## src/rtl/fpga_apb_cmd_master.sv

```systemverilog
// -----------------------------------------------------------------------------
// fpga_apb_cmd_master
//   APB3 initiator. Commands arrive on a valid/ready stream, are buffered in a
//   small FIFO and issued in order as APB transfers on per_clk. Every issued
//   command produces exactly one single-cycle response (read data or error).
//
//   Optional feature macro: APB_MST_TIMEOUT_EN
//     When defined, an ACCESS phase that waits TO_CYC cycles without pready is
//     aborted and reported as an error. When undefined, the master waits in
//     ACCESS for as long as the responder holds pready low.
// -----------------------------------------------------------------------------
module fpga_apb_cmd_master #(
  parameter int ADDR_W     = 12,
  parameter int DATA_W     = 32,
  parameter int FIFO_DEPTH = 4,
  parameter int TO_CYC     = 255
) (
  input  logic              per_clk,
  input  logic              clkrst_b,
  // command stream
  input  logic              cmd_vld,
  output logic              cmd_rdy,
  input  logic              cmd_write,
  input  logic [ADDR_W-1:0] cmd_addr,
  input  logic [DATA_W-1:0] cmd_wdata,
  // response stream
  output logic              rsp_vld,
  output logic [DATA_W-1:0] rsp_rdata,
  output logic              rsp_err,
  output logic              busy,
  // APB initiator
  output logic              psel,
  output logic              penable,
  output logic              pwrite,
  output logic [ADDR_W-1:0] paddr,
  output logic [DATA_W-1:0] pwdata,
  input  logic [DATA_W-1:0] prdata,
  input  logic              pready,
  input  logic              pslverr
);

  localparam int PTR_W = $clog2(FIFO_DEPTH);
  localparam int ENT_W = 1 + ADDR_W + DATA_W;

  typedef enum logic [1:0] {
    ST_IDLE   = 2'd0,
    ST_SETUP  = 2'd1,
    ST_ACCESS = 2'd2
  } state_e;

  // ---------------------------------------------------------------------------
  // Command FIFO: pointers carry an extra wrap bit so full and empty can be
  // told apart when the index bits match.
  // ---------------------------------------------------------------------------
  logic [ENT_W-1:0] mem_q [FIFO_DEPTH];
  logic [PTR_W:0]   wr_ptr_q;
  logic [PTR_W:0]   wr_ptr_d;
  logic [PTR_W:0]   rd_ptr_q;
  logic [PTR_W:0]   rd_ptr_d;
  logic             full_s;
  logic             empty_s;
  logic             push_s;
  logic             pop_s;
  logic [ENT_W-1:0] head_s;
  logic             head_write_s;
  logic [ADDR_W-1:0] head_addr_s;
  logic [DATA_W-1:0] head_wdata_s;

  // Full is derived from registered pointers only, so a same-cycle pop never
  // opens room for a push into a full FIFO.
  assign full_s  = (wr_ptr_q[PTR_W] != rd_ptr_q[PTR_W]) &&
                   (wr_ptr_q[PTR_W-1:0] == rd_ptr_q[PTR_W-1:0]);
  assign empty_s = (wr_ptr_q == rd_ptr_q);
  assign push_s  = cmd_vld && !full_s;
  assign cmd_rdy = !full_s;

  assign head_s       = mem_q[rd_ptr_q[PTR_W-1:0]];
  assign head_write_s = head_s[ENT_W-1];
  assign head_addr_s  = head_s[ADDR_W+DATA_W-1:DATA_W];
  assign head_wdata_s = head_s[DATA_W-1:0];

  // Next FIFO pointer values from push/pop strobes.
  always_comb begin
    wr_ptr_d = wr_ptr_q;
    rd_ptr_d = rd_ptr_q;
    if (push_s) begin
      wr_ptr_d = wr_ptr_q + {{PTR_W{1'b0}}, 1'b1};
    end else begin
      wr_ptr_d = wr_ptr_q;
    end
    if (pop_s) begin
      rd_ptr_d = rd_ptr_q + {{PTR_W{1'b0}}, 1'b1};
    end else begin
      rd_ptr_d = rd_ptr_q;
    end
  end

  // FIFO pointer registers.
  always_ff @(posedge per_clk or negedge clkrst_b) begin
    if (!clkrst_b) begin
      wr_ptr_q <= '0;
      rd_ptr_q <= '0;
    end else begin
      wr_ptr_q <= wr_ptr_d;
      rd_ptr_q <= rd_ptr_d;
    end
  end

  // FIFO storage; entries are cleared on reset so no stale command survives.
  always_ff @(posedge per_clk or negedge clkrst_b) begin
    if (!clkrst_b) begin
      for (int i = 0; i < FIFO_DEPTH; i++) begin
        mem_q[i] <= '0;
      end
    end else if (push_s) begin
      mem_q[wr_ptr_q[PTR_W-1:0]] <= {cmd_write, cmd_addr, cmd_wdata};
    end
  end

  // ---------------------------------------------------------------------------
  // Transfer control
  // ---------------------------------------------------------------------------
  state_e            state_q;
  state_e            state_d;
  logic              end_s;       // ACCESS finishes at this edge
  logic              to_abort_s;  // ACCESS abandoned because of wait limit

  logic              psel_q,     psel_d;
  logic              penable_q,  penable_d;
  logic              pwrite_q,   pwrite_d;
  logic [ADDR_W-1:0] paddr_q,    paddr_d;
  logic [DATA_W-1:0] pwdata_q,   pwdata_d;
  logic              rsp_vld_q,  rsp_vld_d;
  logic              rsp_err_q,  rsp_err_d;
  logic [DATA_W-1:0] rsp_rdata_q, rsp_rdata_d;

`ifdef APB_MST_TIMEOUT_EN
  localparam logic [7:0] TO_CNT_LIM = 8'(TO_CYC);

  logic [7:0] to_cnt_q;
  logic [7:0] to_cnt_d;

  // pready at the limit cycle takes priority over the abort.
  assign to_abort_s = (state_q == ST_ACCESS) && !pready && (to_cnt_q == TO_CNT_LIM);

  // Wait counter: cleared while in SETUP (i.e. on entry to ACCESS), counts
  // every ACCESS cycle in which the responder is not ready.
  always_comb begin
    to_cnt_d = to_cnt_q;
    if (state_q == ST_SETUP) begin
      to_cnt_d = 8'd0;
    end else if ((state_q == ST_ACCESS) && !pready && !to_abort_s) begin
      to_cnt_d = to_cnt_q + 8'd1;
    end else begin
      to_cnt_d = to_cnt_q;
    end
  end

  // Wait counter register.
  always_ff @(posedge per_clk or negedge clkrst_b) begin
    if (!clkrst_b) begin
      to_cnt_q <= 8'd0;
    end else begin
      to_cnt_q <= to_cnt_d;
    end
  end
`else
  logic [7:0] unused_to_cyc_s;

  assign unused_to_cyc_s = 8'(TO_CYC);
  assign to_abort_s      = 1'b0;
`endif

  assign end_s = (state_q == ST_ACCESS) && (pready || to_abort_s);

  // FSM state register.
  always_ff @(posedge per_clk or negedge clkrst_b) begin
    if (!clkrst_b) begin
      state_q <= ST_IDLE;
    end else begin
      state_q <= state_d;
    end
  end

  // FSM next-state logic.
  always_comb begin
    state_d = state_q;
    case (state_q)
      ST_IDLE: begin
        if (!empty_s) begin
          state_d = ST_SETUP;
        end else begin
          state_d = ST_IDLE;
        end
      end
      ST_SETUP: begin
        state_d = ST_ACCESS;
      end
      ST_ACCESS: begin
        if (end_s) begin
          if (!empty_s) begin
            state_d = ST_SETUP;
          end else begin
            state_d = ST_IDLE;
          end
        end else begin
          state_d = ST_ACCESS;
        end
      end
      default: begin
        state_d = ST_IDLE;
      end
    endcase
  end

  // FSM output logic: next values of the registered APB and response outputs,
  // plus the FIFO pop strobe.
  always_comb begin
    pop_s       = 1'b0;
    psel_d      = psel_q;
    penable_d   = penable_q;
    pwrite_d    = pwrite_q;
    paddr_d     = paddr_q;
    pwdata_d    = pwdata_q;
    rsp_vld_d   = 1'b0;
    rsp_err_d   = 1'b0;
    rsp_rdata_d = '0;
    case (state_q)
      ST_IDLE: begin
        if (!empty_s) begin
          pop_s     = 1'b1;
          psel_d    = 1'b1;
          penable_d = 1'b0;
          pwrite_d  = head_write_s;
          paddr_d   = head_addr_s;
          if (head_write_s) begin
            pwdata_d = head_wdata_s;
          end else begin
            pwdata_d = pwdata_q;
          end
        end else begin
          psel_d    = 1'b0;
          penable_d = 1'b0;
        end
      end
      ST_SETUP: begin
        psel_d    = 1'b1;
        penable_d = 1'b1;
      end
      ST_ACCESS: begin
        if (end_s) begin
          rsp_vld_d = 1'b1;
          if (pready) begin
            rsp_err_d = pslverr;
            if (!pwrite_q && !pslverr) begin
              rsp_rdata_d = prdata;
            end else begin
              rsp_rdata_d = '0;
            end
          end else begin
            // wait limit reached
            rsp_err_d   = 1'b1;
            rsp_rdata_d = '0;
          end
          if (!empty_s) begin
            // back-to-back: stay selected and start the next SETUP
            pop_s     = 1'b1;
            psel_d    = 1'b1;
            penable_d = 1'b0;
            pwrite_d  = head_write_s;
            paddr_d   = head_addr_s;
            if (head_write_s) begin
              pwdata_d = head_wdata_s;
            end else begin
              pwdata_d = pwdata_q;
            end
          end else begin
            psel_d    = 1'b0;
            penable_d = 1'b0;
          end
        end else begin
          psel_d    = 1'b1;
          penable_d = 1'b1;
        end
      end
      default: begin
        psel_d    = 1'b0;
        penable_d = 1'b0;
      end
    endcase
  end

  // Output registers for the APB bus and the response pulse.
  always_ff @(posedge per_clk or negedge clkrst_b) begin
    if (!clkrst_b) begin
      psel_q      <= 1'b0;
      penable_q   <= 1'b0;
      pwrite_q    <= 1'b0;
      paddr_q     <= '0;
      pwdata_q    <= '0;
      rsp_vld_q   <= 1'b0;
      rsp_err_q   <= 1'b0;
      rsp_rdata_q <= '0;
    end else begin
      psel_q      <= psel_d;
      penable_q   <= penable_d;
      pwrite_q    <= pwrite_d;
      paddr_q     <= paddr_d;
      pwdata_q    <= pwdata_d;
      rsp_vld_q   <= rsp_vld_d;
      rsp_err_q   <= rsp_err_d;
      rsp_rdata_q <= rsp_rdata_d;
    end
  end

  assign psel      = psel_q;
  assign penable   = penable_q;
  assign pwrite    = pwrite_q;
  assign paddr     = paddr_q;
  assign pwdata    = pwdata_q;
  assign rsp_vld   = rsp_vld_q;
  assign rsp_err   = rsp_err_q;
  assign rsp_rdata = rsp_rdata_q;
  assign busy      = !empty_s || (state_q != ST_IDLE);

endmodule

```

## config.mk

```make
export PLATFORM = sky130hd
export DESIGN_NAME = fpga_apb_cmd_master
export DESIGN_NICKNAME = d
export VERILOG_FILES = /design/src/rtl/fpga_apb_cmd_master.sv
export SDC_FILE = /design/constraint.sdc
export NUM_CORES = 1
export LEC_CHECK = 0
export BUFFER_PORTS_ARGS = -buffer_cell sky130_fd_sc_hd__buf_2
export CELL_PAD_IN_SITES_DETAIL_PLACEMENT = 2
export CELL_PAD_IN_SITES_GLOBAL_PLACEMENT = 2
export CORE_ASPECT_RATIO = 0.7
export CORE_MARGIN = 2
export CORE_UTILIZATION = 37
export DETAILED_ROUTE_END_ITERATION = 10
export PLACE_DENSITY = 0.76
export SLEW_MARGIN = 0
export SYNTH_ARGS = -nofsm -noshare
export SYNTH_HDL_FRONTEND = slang
export SYNTH_SLANG_ARGS = --single-unit
export TNS_END_PERCENT = 50
```

## constraint.sdc

```tcl
create_clock -name per_clk -period 1.79 [get_ports per_clk]
set_input_delay 0.358 -clock per_clk [delete_from_list [all_inputs] [get_ports per_clk]]
set_output_delay 0.358 -clock per_clk [all_outputs]
set_load 0.02 [all_outputs]
```

# Word level (Yosys, flattened, before mapping)
# Cells that the tools add are included.
[word_totals]
ff_bits = 269
input_bits = 82
elab_cells = 77
output_inout_bits = 83
[classes]
addsub = 2
eq_ne = 6
n_reduce_logical = 14
n_bitwise = 2
magnitude_cmp = 3
n_mux = 35
[op_table]
columns = ["operator", "count"]
rows = [
  ["$mux W32", 7],
  ["$bwmux W180", 1],
  ["$mux W45", 3],
  ["$bmux W45 S2", 1],
  ["$demux W45 S2", 1],
  ["$pmux W32 S2", 1],
  ["$mux W12", 2],
  ["$pmux W12 S2", 1],
  ["$mux W1", 12],
  ["$add A3 B1 Y3 const B", 2],
  ["$ge A3 B3 Y1 const B", 2],
  ["$not A2 Y3", 2],
  ["$pmux W1 S2", 3],
  ["$pmux W2 S3", 1],
  ["$logic_and A1 B1 Y1", 5],
  ["$logic_not A1 Y1", 4],
  ["$reduce_bool A2 Y1", 2],
  ["$eq A3 B3 Y1", 1],
  ["$lt A3 B1 Y1 const B", 1],
  ["$pmux W1 S3", 1],
  ["$eq A2 B1 Y1 const B", 1],
  ["$eq A2 B2 Y1", 1],
  ["$eq A2 B2 Y1 const B", 1],
  ["$logic_not A2 Y1", 1],
  ["other kinds (5)", 5],
]

# Depth between registers and ports, before layout
[depth]
ltp_word = 8
mapped_depth = 8
ltp_nobuf = 6

# Worst setup path before layout
# No wires, ideal clock.
[synth_path]
path_type = "register to register"
from = "register state_q[0]"
to = "register pwdata_q[10], in the netlist pwdata[10]"
slack_ps = -176
setup_time_ps = 125
required_ps = 1665
arrival_ps = 1841
path_buffers = 2
stages_incl_launch_ff = 9
cell_sequence = "dfrtp_1 > inv_1 > ha_1 > mux2i_1 > a31oi_1 > and2_0 > buf_6 > buf_6 > mux2_2"
[synth_between]
elab_chain_cells = 4
word_cells_on_any_way = 7
[synth_lines]
columns = ["item", "line_no", "text"]
rows = [
  ["start, declared", "123", "state_e state_q;"],
  ["start signal, assigned", "181", "state_q <= state_d;"],
  ["$eq A2 B2 Y1", "174, 228", ""],
  ["$logic_and A1 B1 Y1", "174", "assign end_s = (state_q == ST_ACCESS) && (pready || to_abort_s);"],
  ["$ne A2 B2 Y1 (no source line)", "n/a", ""],
  ["$reduce_and A2 Y1 (no source line)", "n/a", ""],
  ["end signal, assigned", "309", "pwdata_q <= pwdata_d;"],
  ["end, declared", "132", "logic [DATA_W-1:0] pwdata_q, pwdata_d;"],
]
# Several ways; a longest one is shown, not always the timed one.
# A chain may end at the register's enable or synchronous reset.

# Worst setup path in the final report
[layout_path]
from = "register rd_ptr_q[2]"
to = "register pwdata_q[2], in the netlist pwdata[2]"
[layout_between]
elab_chain_cells = 4
[layout_lines]
columns = ["item", "line_no", "text"]
rows = [
  ["start, declared", "58", "logic [PTR_W:0] rd_ptr_q;"],
  ["start signal, assigned", "105", "rd_ptr_q <= rd_ptr_d;"],
  ["$eq A3 B3 Y1 *", "73", "assign empty_s = (wr_ptr_q == rd_ptr_q);"],
  ["$mux W32 *", "n/a", ""],
  ["$mux W32", "n/a", ""],
  ["$pmux W32 S2 *", "n/a", ""],
]
# Every way passes the cells marked *; elsewhere a longest branch is shown, timed or not. The select of a mux whose other input is x is not followed.

==> impl_metrics.py <==
metrics = {
    "floorplan": {
        "rows": 52,
        "coreArea_sq_um": 29210,
        "die_w_um": 210.9,
        "chipHeight_um": 148.8,
        "die-area_sq_um": 31380,
        "pin_count": 165,
        "initial_core_util_pct": 37.94,
    },
    "worst_setup_path": {
        "critPathMaxFanout": 8,
        "rr_worst_depth": 7,
        "cp.required_ns": 2.22,
        "reg2reg_slack_ns": -0.35,
        "timing.rr.end": "pwdata[2]",
        "end_kind": "flop",
        "cp_data_arrival_time_ns": 2.57,
        "critPathKind": "reg2reg",
        "cp-start-kind": "flop",
        "rr_startpoint": "rd_ptr_q[2]",
    },
    "synthesis": {
        "synth_edf_count": 0,
        "seq_area_frac_synth_pct": 60.73,
        "synthesis.nets": 745,
        "ys_warn_count": 0,
        "ys_types": 29,
        "async_reset_ff_share_pct": 100.0,
        "synth_top_area_share_pct": 60.73,
        "synth_area_leaders": "dfrtp_1 (61%), mux2_2 (22%), mux4_2 (9.1%)",
        "ys_ff_latch": 269,
        "syn_area_sq_um": 11080,
        "syn_inst": 654,
        "synth_top_cell_by_area": "dfrtp_1",
        "synth-main-ff-cell": "dfrtp_1",
        "syn_avg_cell_area_sq_um": 16.95,
    },
    "sta": {
        "worst_slack_ns": -0.3468,
        "fin_crit_sh_pct": 119.4,
        "hold_viol": 0,
        "maxSlewViolCount": 0,
        "skew_ns": 0.03022,
        "setup_tns_ns": -48.92,
        "period_needed_ns": 2.137,
        "rsz0062_at_grt": "true",
        "max_freq_mhz": 468.0,
        "tightest_slew_ns": 0.4721,
        "slew_headroom_pct": 68.52,
        "finalSetupViolCount": 229,
    },
    "final_layout": {
        "instances_no_fill": 1320,
        "nets": 1013,
        "utilization_pct": 50.14,
        "nFillCells": 2670,
        "area_growth_pct": 32.14,
        "drive_gt1_share_pct": 61.28,
        "multi_input_area_sq_um": 4304,
        "seq_area_sq_um": 6739,
    },
    "routing": {
        "routedWlPerCell_um": 25.85,
        "num_vias": 6711,
        "postRouteAntennaNets": 0,
        "topRoutingLayerUsed": "met5",
        "drc": 0,
        "routed_wl_um": 34130,
        "viasPerCell": 5.084,
        "first_pass_iters": 4,
        "wl_met1_um": 14410,
        "wl_met2_um": 17620,
        "drt_iter0_markers": 213,
        "wl_met3_um": 1614,
    },
    "status": {
        "status": "finished, violations left",
        "violations": "setup timing",
    },
    "clock_network": {
        "clkSinkCount": 269,
        "clk_latency_ns": 0.57,
        "cts_inserted_buffers": 27,
        "cts.path.max_buffers": 3,
        "clk_pin_slew_worst_paths_ns": 0.07,
        "cts_tree": "yes",
        "cts_max_level": 1,
        "root_buffer": "clkbuf_16",
    },
    "pwr": {
        "p_leak_nw": 6.735,
        "powerDensity_nw_per_um2": 2073,
        "ir_drop_mv": 0.7723,
        "finalPower_mw": 30.37,
    },
    "min_path": {
        "holdCritPathClass": "in2reg",
        "hold_depth": 2,
        "hold_start": "prdata[6]",
        "hold_end": "rsp_rdata[6]",
    },
    "grt": {
        "grt_pass1_vias": 7735,
        "antenna_found_initial": 5,
        "grt_pass1_wl_um": 46750,
        "grtUsageTotal_pct": 19.66,
        "grt_max_degree": 52,
        "overflow": 0,
    },
    "place": {
        "port_buffers": 164,
        "post-place-cells": 1208,
        "gp_congestion": 0.7017,
        "hpwl_um": 18510,
    },
    "job": {
        "maxCapViolations": 0,
    },
}
## routing by layer
| metal | track usage [%] | vias to the layer above |
|---|---|---|
| li1 | - | 2907 |
| met1 | 25.37 | 3605 |
| met2 | 34.31 | 150 |
| met3 | 4.337 | 43 |
| met4 | 4.014 | 6 |
| met5 | 0 | - |
## cell usage in the layout, fill, tap and decap left out, types with 12 or more instances in the layout
master         Yosys  layout
mux4_2            45      45
buf_6              5      15
mux2_4             6      12
buf_12             0      15
dfrtp_1          269     265
dlygate4sd3_1      0      28
and2_1            33      33
clkbuf_16          0      38
buf_4              0      35
buf_2             21     162
mux2_2           217     212
## critical path: stages, from the launching register on
cell and delay, ns:
dfrtp_2 0.45, buf_6 0.15, xnor2_4 0.14, buf_4 0.15
a31oi_2 0.23, and2_4 0.33, clkbuf_16 0.21, mux2_2 0.35
## layout make-up
type                            count  area share, %
Antenna cell                        2        0.03417
Clock buffer                       39          5.399
Clock inverter                      8         0.4869
Inverter                            6         0.1538
Multi-Input combinational cell    345          29.39
Sequential cell                   269          46.01
Tap cell                          378          3.229
Timing Repair Buffer              273          15.30
## through the flow
| stage | setup WS (ns) | instance area, sq um | hold slack (ns) |
|---|---|---|---|
| 2_1_floorplan | -0.08273 | 11100 | 0.06241 |
| 3_3_place_gp | -0.04702 | 12750 | 0.3018 |
| 3_5_place_dp | -0.1278 | 12750 | 0.2949 |
| 4_1_cts | -0.3011 | 14080 | 0.002596 |
| 5_1_grt | -0.3801 | 14640 | 0.01004 |
| 6_report | -0.3468 | 14650 | 0.02157 |
## flip-flops by register name, summed over array words and instances (netlist names)
signal     cells
state_q        2
rd_ptr_q       3
rsp_vld        1
paddr         12
mem_q        180
rsp_rdata     32
wr_ptr_q       3
penable        1
pwdata        32
psel           1
rsp_err        1
pwrite         1
## synthesized netlist by cell type, types with 4 or more instances
library cell and n:
and2_1 33, buf_2 21, buf_6 5, clkbuf_1 7
dfrtp_1 269, ha_1 9, inv_1 6, mux2_2 217
mux2_4 6, mux4_2 45, nand2_2 4, xnor2_1 4
## cell families after synthesis
| logic type | share of synthesized area (%) |
|---|---|
| AO/OA/AOI/OAI | 0.5305 |
| XOR/XNOR | 0.7676 |
| adder cells (fa/ha/maj) | 1.016 |
| buffers and inverters | 1.930 |
| flip-flops | 60.73 |
| multiplexers | 32.40 |
| AND/OR/NAND/NOR | 2.630 |
## repair_timing
| action | CTS | global route |
|---|---|---|
| endpoints found under the setup margin | 227 | 227 |
| endpoints found under the hold margin | 61 | 0 |
| setup buffers | 5 | 17 |
| hold buffers | 28 | 0 |
| pin swaps | 3 | 7 |
| cloned | 3 | 11 |
| resized for setup | 17 | 41 |
## how the worst max path moves through the flow
stage / from / to / slack (ns) / cells after the start
finish: rd_ptr_q[2] / pwdata[2] / -0.35 / 7
global route: state_q[1] / pwdata[2] / -0.38 / 7
CTS: rd_ptr_q[0] / busy / -0.30 / 4
detailed placement: state_q[1] / pwdata[17] / -0.13 / 7
global placement: rd_ptr_q[0] / pwdata[20] / -0.05 / 5
floorplan: rd_ptr_q[0] / pwdata[14] / -0.08 / 6
## where the power goes
group / internal [mW] / total, mW / leakage, nW / switching (mW)
Clock: 3.20 / 5.67 / 0.427 / 2.47
Combinational: 7.94 / 14.0 / 3.04 / 6.06
Sequential: 8.95 / 10.7 / 3.27 / 1.75
No activity file was read; power rests on OpenSTA's default activity.
